**src/rtl/fetch_sequencer.sv**
```systemverilog
// fetch_sequencer: instruction-flow controller for the nibble CPU.
// Captures opcode bytes on phase==1 clock edges, redirects the PC for
// jumps/calls/returns through a small return-address stack, and issues a
// one-clock execute pulse for every ordinary datapath opcode.
module fetch_sequencer #(
  parameter int ADDR_W      = 12,
  parameter int STACK_DEPTH = 4
) (
  input  logic              clk,
  input  logic              Rst,
  input  logic              phase,
  input  logic [7:0]        instr,
  input  logic [ADDR_W-1:0] pc_addr,
  input  logic              carry,
  input  logic              zero,
  output logic              pc_enable,
  output logic [ADDR_W-1:0] pc_newaddr,
  output logic              exec_valid,
  output logic [7:0]        exec_op,
  output logic              halted,
  output logic              stack_err
);

  localparam int IDX_W = $clog2(STACK_DEPTH);
  localparam int SP_W  = IDX_W + 1;

  localparam logic [1:0] ST_FETCH  = 2'd0;
  localparam logic [1:0] ST_TARGET = 2'd1;
  localparam logic [1:0] ST_HALT   = 2'd2;

  localparam logic [3:0] OP_HALT = 4'h9;
  localparam logic [3:0] OP_JMP  = 4'hA;
  localparam logic [3:0] OP_JC   = 4'hB;
  localparam logic [3:0] OP_JZ   = 4'hC;
  localparam logic [3:0] OP_JNZ  = 4'hD;
  localparam logic [3:0] OP_CALL = 4'hE;
  localparam logic [3:0] OP_RET  = 4'hF;

  localparam logic [SP_W-1:0] SP_FULL  = SP_W'(STACK_DEPTH);
  localparam logic [SP_W-1:0] SP_EMPTY = {SP_W{1'b0}};

  // Branch condition for a pending two-byte opcode given the live flags.
  function automatic logic branch_taken(input logic [3:0] op, input logic c, input logic z);
    logic t;
    case (op)
      OP_JMP:  t = 1'b1;
      OP_JC:   t = c;
      OP_JZ:   t = z;
      OP_JNZ:  t = ~z;
      OP_CALL: t = 1'b1;
      default: t = 1'b0;
    endcase
    return t;
  endfunction

  // Opcodes 0xA..0xE carry a second (target low) byte.
  function automatic logic is_two_byte(input logic [3:0] op);
    return (op >= OP_JMP) && (op <= OP_CALL);
  endfunction

  logic [1:0]        state_r;
  logic [SP_W-1:0]   sp_r;
  logic [3:0]        hi_nib_r;
  logic [3:0]        pend_op_r;
  logic              exec_valid_r;
  logic [7:0]        exec_op_r;
  logic              halted_r;
  logic              stack_err_r;
  logic [ADDR_W-1:0] stack_mem_r [STACK_DEPTH];

  logic [3:0]        opcode_s;
  logic              sp_empty_s;
  logic              sp_full_s;
  logic [IDX_W-1:0]  top_idx_s;
  logic [ADDR_W-1:0] stack_top_s;
  logic [ADDR_W-1:0] target_s;
  logic              push_s;
  logic              pc_enable_s;
  logic [ADDR_W-1:0] pc_newaddr_s;

  // Decode helpers: opcode field, stack occupancy, top entry and jump target.
  always_comb begin
    opcode_s    = instr[7:4];
    sp_empty_s  = (sp_r == SP_EMPTY);
    sp_full_s   = (sp_r == SP_FULL);
    top_idx_s   = sp_r[IDX_W-1:0] - IDX_W'(1);
    stack_top_s = stack_mem_r[top_idx_s];
    target_s    = ADDR_W'({hi_nib_r, instr});
    if (!Rst && phase && (state_r == ST_TARGET) && (pend_op_r == OP_CALL) && !sp_full_s) begin
      push_s = 1'b1;
    end else begin
      push_s = 1'b0;
    end
  end

  // PC load request: RET in FETCH or a taken branch in TARGET, only while phase==1.
  always_comb begin
    pc_enable_s  = 1'b0;
    pc_newaddr_s = {ADDR_W{1'b0}};
    if (!Rst && phase) begin
      case (state_r)
        ST_FETCH: begin
          if (opcode_s == OP_RET) begin
            pc_enable_s = 1'b1;
            if (sp_empty_s) begin
              pc_newaddr_s = {ADDR_W{1'b0}};
            end else begin
              pc_newaddr_s = stack_top_s;
            end
          end else begin
            pc_enable_s  = 1'b0;
            pc_newaddr_s = {ADDR_W{1'b0}};
          end
        end
        ST_TARGET: begin
          if (branch_taken(pend_op_r, carry, zero)) begin
            pc_enable_s  = 1'b1;
            pc_newaddr_s = target_s;
          end else begin
            pc_enable_s  = 1'b0;
            pc_newaddr_s = {ADDR_W{1'b0}};
          end
        end
        default: begin
          pc_enable_s  = 1'b0;
          pc_newaddr_s = {ADDR_W{1'b0}};
        end
      endcase
    end else begin
      pc_enable_s  = 1'b0;
      pc_newaddr_s = {ADDR_W{1'b0}};
    end
  end

  // Control state, stack pointer and registered outputs; advance only on capture edges.
  always_ff @(posedge clk or posedge Rst) begin
    if (Rst) begin
      state_r      <= ST_FETCH;
      sp_r         <= SP_EMPTY;
      hi_nib_r     <= 4'h0;
      pend_op_r    <= 4'h0;
      exec_valid_r <= 1'b0;
      exec_op_r    <= 8'h00;
      halted_r     <= 1'b0;
      stack_err_r  <= 1'b0;
    end else begin
      exec_valid_r <= 1'b0;
      if (phase) begin
        case (state_r)
          ST_FETCH: begin
            if (is_two_byte(opcode_s)) begin
              hi_nib_r  <= instr[3:0];
              pend_op_r <= opcode_s;
              state_r   <= ST_TARGET;
            end else if (opcode_s == OP_RET) begin
              if (sp_empty_s) begin
                stack_err_r <= 1'b1;
              end else begin
                sp_r <= sp_r - SP_W'(1);
              end
            end else if (opcode_s == OP_HALT) begin
              state_r  <= ST_HALT;
              halted_r <= 1'b1;
            end else begin
              exec_op_r    <= instr;
              exec_valid_r <= 1'b1;
            end
          end
          ST_TARGET: begin
            if (pend_op_r == OP_CALL) begin
              if (sp_full_s) begin
                stack_err_r <= 1'b1;
              end else begin
                sp_r <= sp_r + SP_W'(1);
              end
            end
            state_r <= ST_FETCH;
          end
          ST_HALT: begin
            state_r <= ST_HALT;
          end
          default: begin
            state_r <= ST_FETCH;
          end
        endcase
      end
    end
  end

  // Return-address storage; contents survive reset, only sp is cleared.
  always_ff @(posedge clk) begin
    if (push_s) begin
      stack_mem_r[sp_r[IDX_W-1:0]] <= pc_addr + ADDR_W'(1);
    end
  end

  assign pc_enable  = pc_enable_s;
  assign pc_newaddr = pc_newaddr_s;
  assign exec_valid = exec_valid_r;
  assign exec_op    = exec_op_r;
  assign halted     = halted_r;
  assign stack_err  = stack_err_r;

endmodule

```
**config.mk**
```make
export PLATFORM = sky130hd
export DESIGN_NAME = fetch_sequencer
export DESIGN_NICKNAME = d
export VERILOG_FILES = /design/src/rtl/fetch_sequencer.sv
export SDC_FILE = /design/constraint.sdc
export NUM_CORES = 1
export LEC_CHECK = 0
export ABC_CLOCK_PERIOD_IN_PS = 3110
export CAP_MARGIN = 10
export CORE_ASPECT_RATIO = 1.25
export CORE_MARGIN = 2
export CORE_UTILIZATION = 54
export DETAILED_ROUTE_END_ITERATION = 8
export PLACE_DENSITY = 0.79
export SETUP_SLACK_MARGIN = 0.4
export SLEW_MARGIN = 20
export SYNTH_ARGS = -nofsm -noshare
export SYNTH_HDL_FRONTEND = slang
export SYNTH_SLANG_ARGS = --single-unit
```
**constraint.sdc**
```tcl
create_clock -name clk -period 3.11 [get_ports clk]
set_input_delay 0.622 -clock clk [delete_from_list [all_inputs] [get_ports clk]]
set_output_delay 0.622 -clock clk [all_outputs]
set_load 0.1 [all_outputs]
```
==> results_dict.tcl <==
set metrics [dict create \
    grt_pass1_wl_um 11860 \
    syn_area_per_cell_um2 15.05 \
    grt_pass1_vias 2285 \
    die-width_um 74.52 \
    coreArea_um2 6086 \
    root_buffer "clkbuf_8" \
    synth.yosys.warnings 0 \
    r2r-start "state_r[0]" \
    crit_start "Rst" \
    grt_overflow 0 \
    worstPathArrival_ps 2030 \
    hp-class "in2async" \
    antenna_found_initial 0 \
    p_leak_nw 1.765 \
    start_util 0.5516 \
    crit_type "in2out" \
    netlist_instances 223 \
    fin_skew_ps 11.75 \
    status "complete, no violations" \
    max_freq_mhz 377.4 \
    hold_violations 0 \
    synth_seq_cells 72 \
    postRouteAntennaNets 0 \
    worstSetupEndpointType "primary output" \
    htree_num_levels 3 \
    reg2reg_setup_slack_ps 1160 \
    dpl_cell_area_um2 4342 \
    numCtsBuffers 9 \
    required_ps 2490 \
    synth_edf_count 48 \
    r2r_end "stack_mem_r[2][1]" \
    insertedDiodeCount 0 \
    worstPathMaxFanout 4 \
    power_density_nw_per_um2 713.5 \
    clock_latency_ps 340 \
    yosysSeqAreaShare 0.6083 \
    synth_most_common_cell "edfxtp_1" \
    drive_gt1_frac 0.3609 \
    start_kind "input port" \
    wirelength_um 7522 \
    avgViaCountPerCell 5.442 \
    synthToLayoutAreaGrowth_pct 39.73 \
    fin_crit_sh 0.8520 \
    cap_violations 0 \
    floorplan.rows 32 \
    fin_setup_tns_ps 0 \
    yosysTopAreaCell "edfxtp_1" \
    drc 0 \
    die_h_um 92.15 \
    tightest_slew_ps 343.3 \
    critPathCapture "pc_newaddr[11]" \
    dp_hpwl_um 4897 \
    synth_cell_types 47 \
    drtIter0Drc 105 \
    r2r_cells 5 \
    clockBufferDepth 2 \
    power.total_w 0.003347 \
    final-setup-viol-count 0 \
    synthFlopType "edfxtp_1" \
    synthTopCellsByArea "edfxtp_1, dfrtp_1, mux4_2, mux2_4, o2bb2ai_1" \
    gr-usage-all-layers 0.2447 \
    rsz0062_at_grt "false" \
    cts_tree "yes" \
    async_flop_share 0.3333 \
    wl_per_cell_um 19.44 \
    synth_common_cells "edfxtp_1, dfrtp_1, inv_1, mux4_2" \
    ir_drop_uv 481.6 \
    clock-sinks 72 \
    io_pins 49 \
    port-buffer-count 48 \
    max_slew_margin 0.7694 \
    fin_crit_ps 2650 \
    dieArea_um2 6867 \
    synth_top_area_share 0.4294 \
    gp_congestion 0.8425 \
    cts-hold-fix-buffers 0 \
    grt_max_degree 20 \
    syn_area_um2 3357 \
    synth_nets 254 \
    clk_pin_slew_ps 80 \
    fin_util 0.7708 \
    slew_violations 0 \
    drtPass1Iterations 4 \
    stdcell_area_um2 4691 \
    nNetsFinal 328 \
    route.vias.total 2106 \
]
-- critical path, cell delays in order --
cell           delay (ps)
dlygate4sd2_1         290
and4bb_1              310
and3_4                240
buf_12                120
buf_4                 130
o2bb2ai_4             130
buf_12                190
-- through the flow --
step / setup WS [ps] / hold WS (ps) / cells
6_report: 460.1 / 392.7 / 387
5_1_grt: 410.1 / 410.6 / 387
4_1_cts: 416.2 / 389.7 / 387
3_5_place_dp: 230.5 / 470.2 / 363
3_3_place_gp: 252.5 / 455.5 / 363
2_1_floorplan: 412.9 / 463.2 / 223
-- where the power goes --
part | internal (W) | total, W | switching (W)
clock network | 0.000370 | 0.000721 | 0.000352
logic | 0.000532 | 0.00139 | 0.000855
registers | 0.00113 | 0.00124 | 0.000107
total | 0.00203 | 0.00335 | 0.00131
-- timing repair --
item	in CTS	in global routing
gates cloned	2	0
endpoints found under the setup margin	12	12
gates resized for setup	17	2
pin swaps	5	1
buffers inserted	6	0
-- flip-flops by register name, summed over array words and instances (netlist names) --
register,count
exec_op,8
exec_valid,1
halted,1
stack_err,1
state_r,2
pend_op_r,4
stack_mem_r,48
sp_r,3
hi_nib_r,4
-- per-layer routing --
metal  track usage  wire (um)
met3       0.06044        308
met5             0          0
met1        0.2805       2819
met4        0.1176        174
met2        0.4174       4220
-- worst min-delay path by stage --
| stage | to | slack (ps) | cells past startpoint |
|---|---|---|---|
| floorplan | pend_op_r[3] | 460 | 1 |
| global placement | halted | 460 | 1 |
| detailed placement | stack_err | 470 | 2 |
| CTS | pend_op_r[0] | 390 | 2 |
| global route | stack_err | 410 | 2 |
| finish | pend_op_r[0] | 390 | 2 |
-- cell type report --
| class | instances | area (um2) |
|---|---|---|
| clock buffer | 9 | 123.9 |
| clock inverter | 7 | 72.57 |
| fill | 361 | 1395 |
| inverter | 22 | 82.58 |
| multi-input combinational | 120 | 1414 |
| sequential | 72 | 2044 |
| tap | 85 | 106.4 |
| timing repair buffer | 72 | 847.1 |
-- logic make-up (layout without fill, tap and decap cells) --
group                    after synthesis  in the layout  share of synthesized area
AO/OA/AOI/OAI                         30             30                    0.07231
XOR/XNOR                              13             13                    0.03392
adder cells (fa/ha/maj)                6              6                    0.02460
buffers and inverters                 31            110                    0.04808
flip-flops                            72             72                     0.6083
multiplexers                          25             25                     0.1331
AND/OR/NAND/NOR                       46             46                    0.07977
-- cells in the final DEF, fill, tap and decap left out, types with 3 or more instances in the layout --
cell type	Yosys	final
clkinv_1	7	7
edfxtp_1	48	48
o2bb2ai_4	0	12
nor2_1	7	7
dlygate4sd2_1	0	8
mux2_1	5	5
nand3_1	9	8
mux2_4	8	8
mux4_2	12	12
buf_4	1	28
clkbuf_8	0	9
clkdlybuf4s50_1	0	16
xor2_1	3	3
buf_12	0	17
dfrtp_1	24	22
ha_1	5	4
nand2_1	6	6
xnor2_1	10	10
and2_1	4	4
a21oi_1	6	6
inv_1	15	15
No activity file was read; power rests on OpenSTA's default activity.
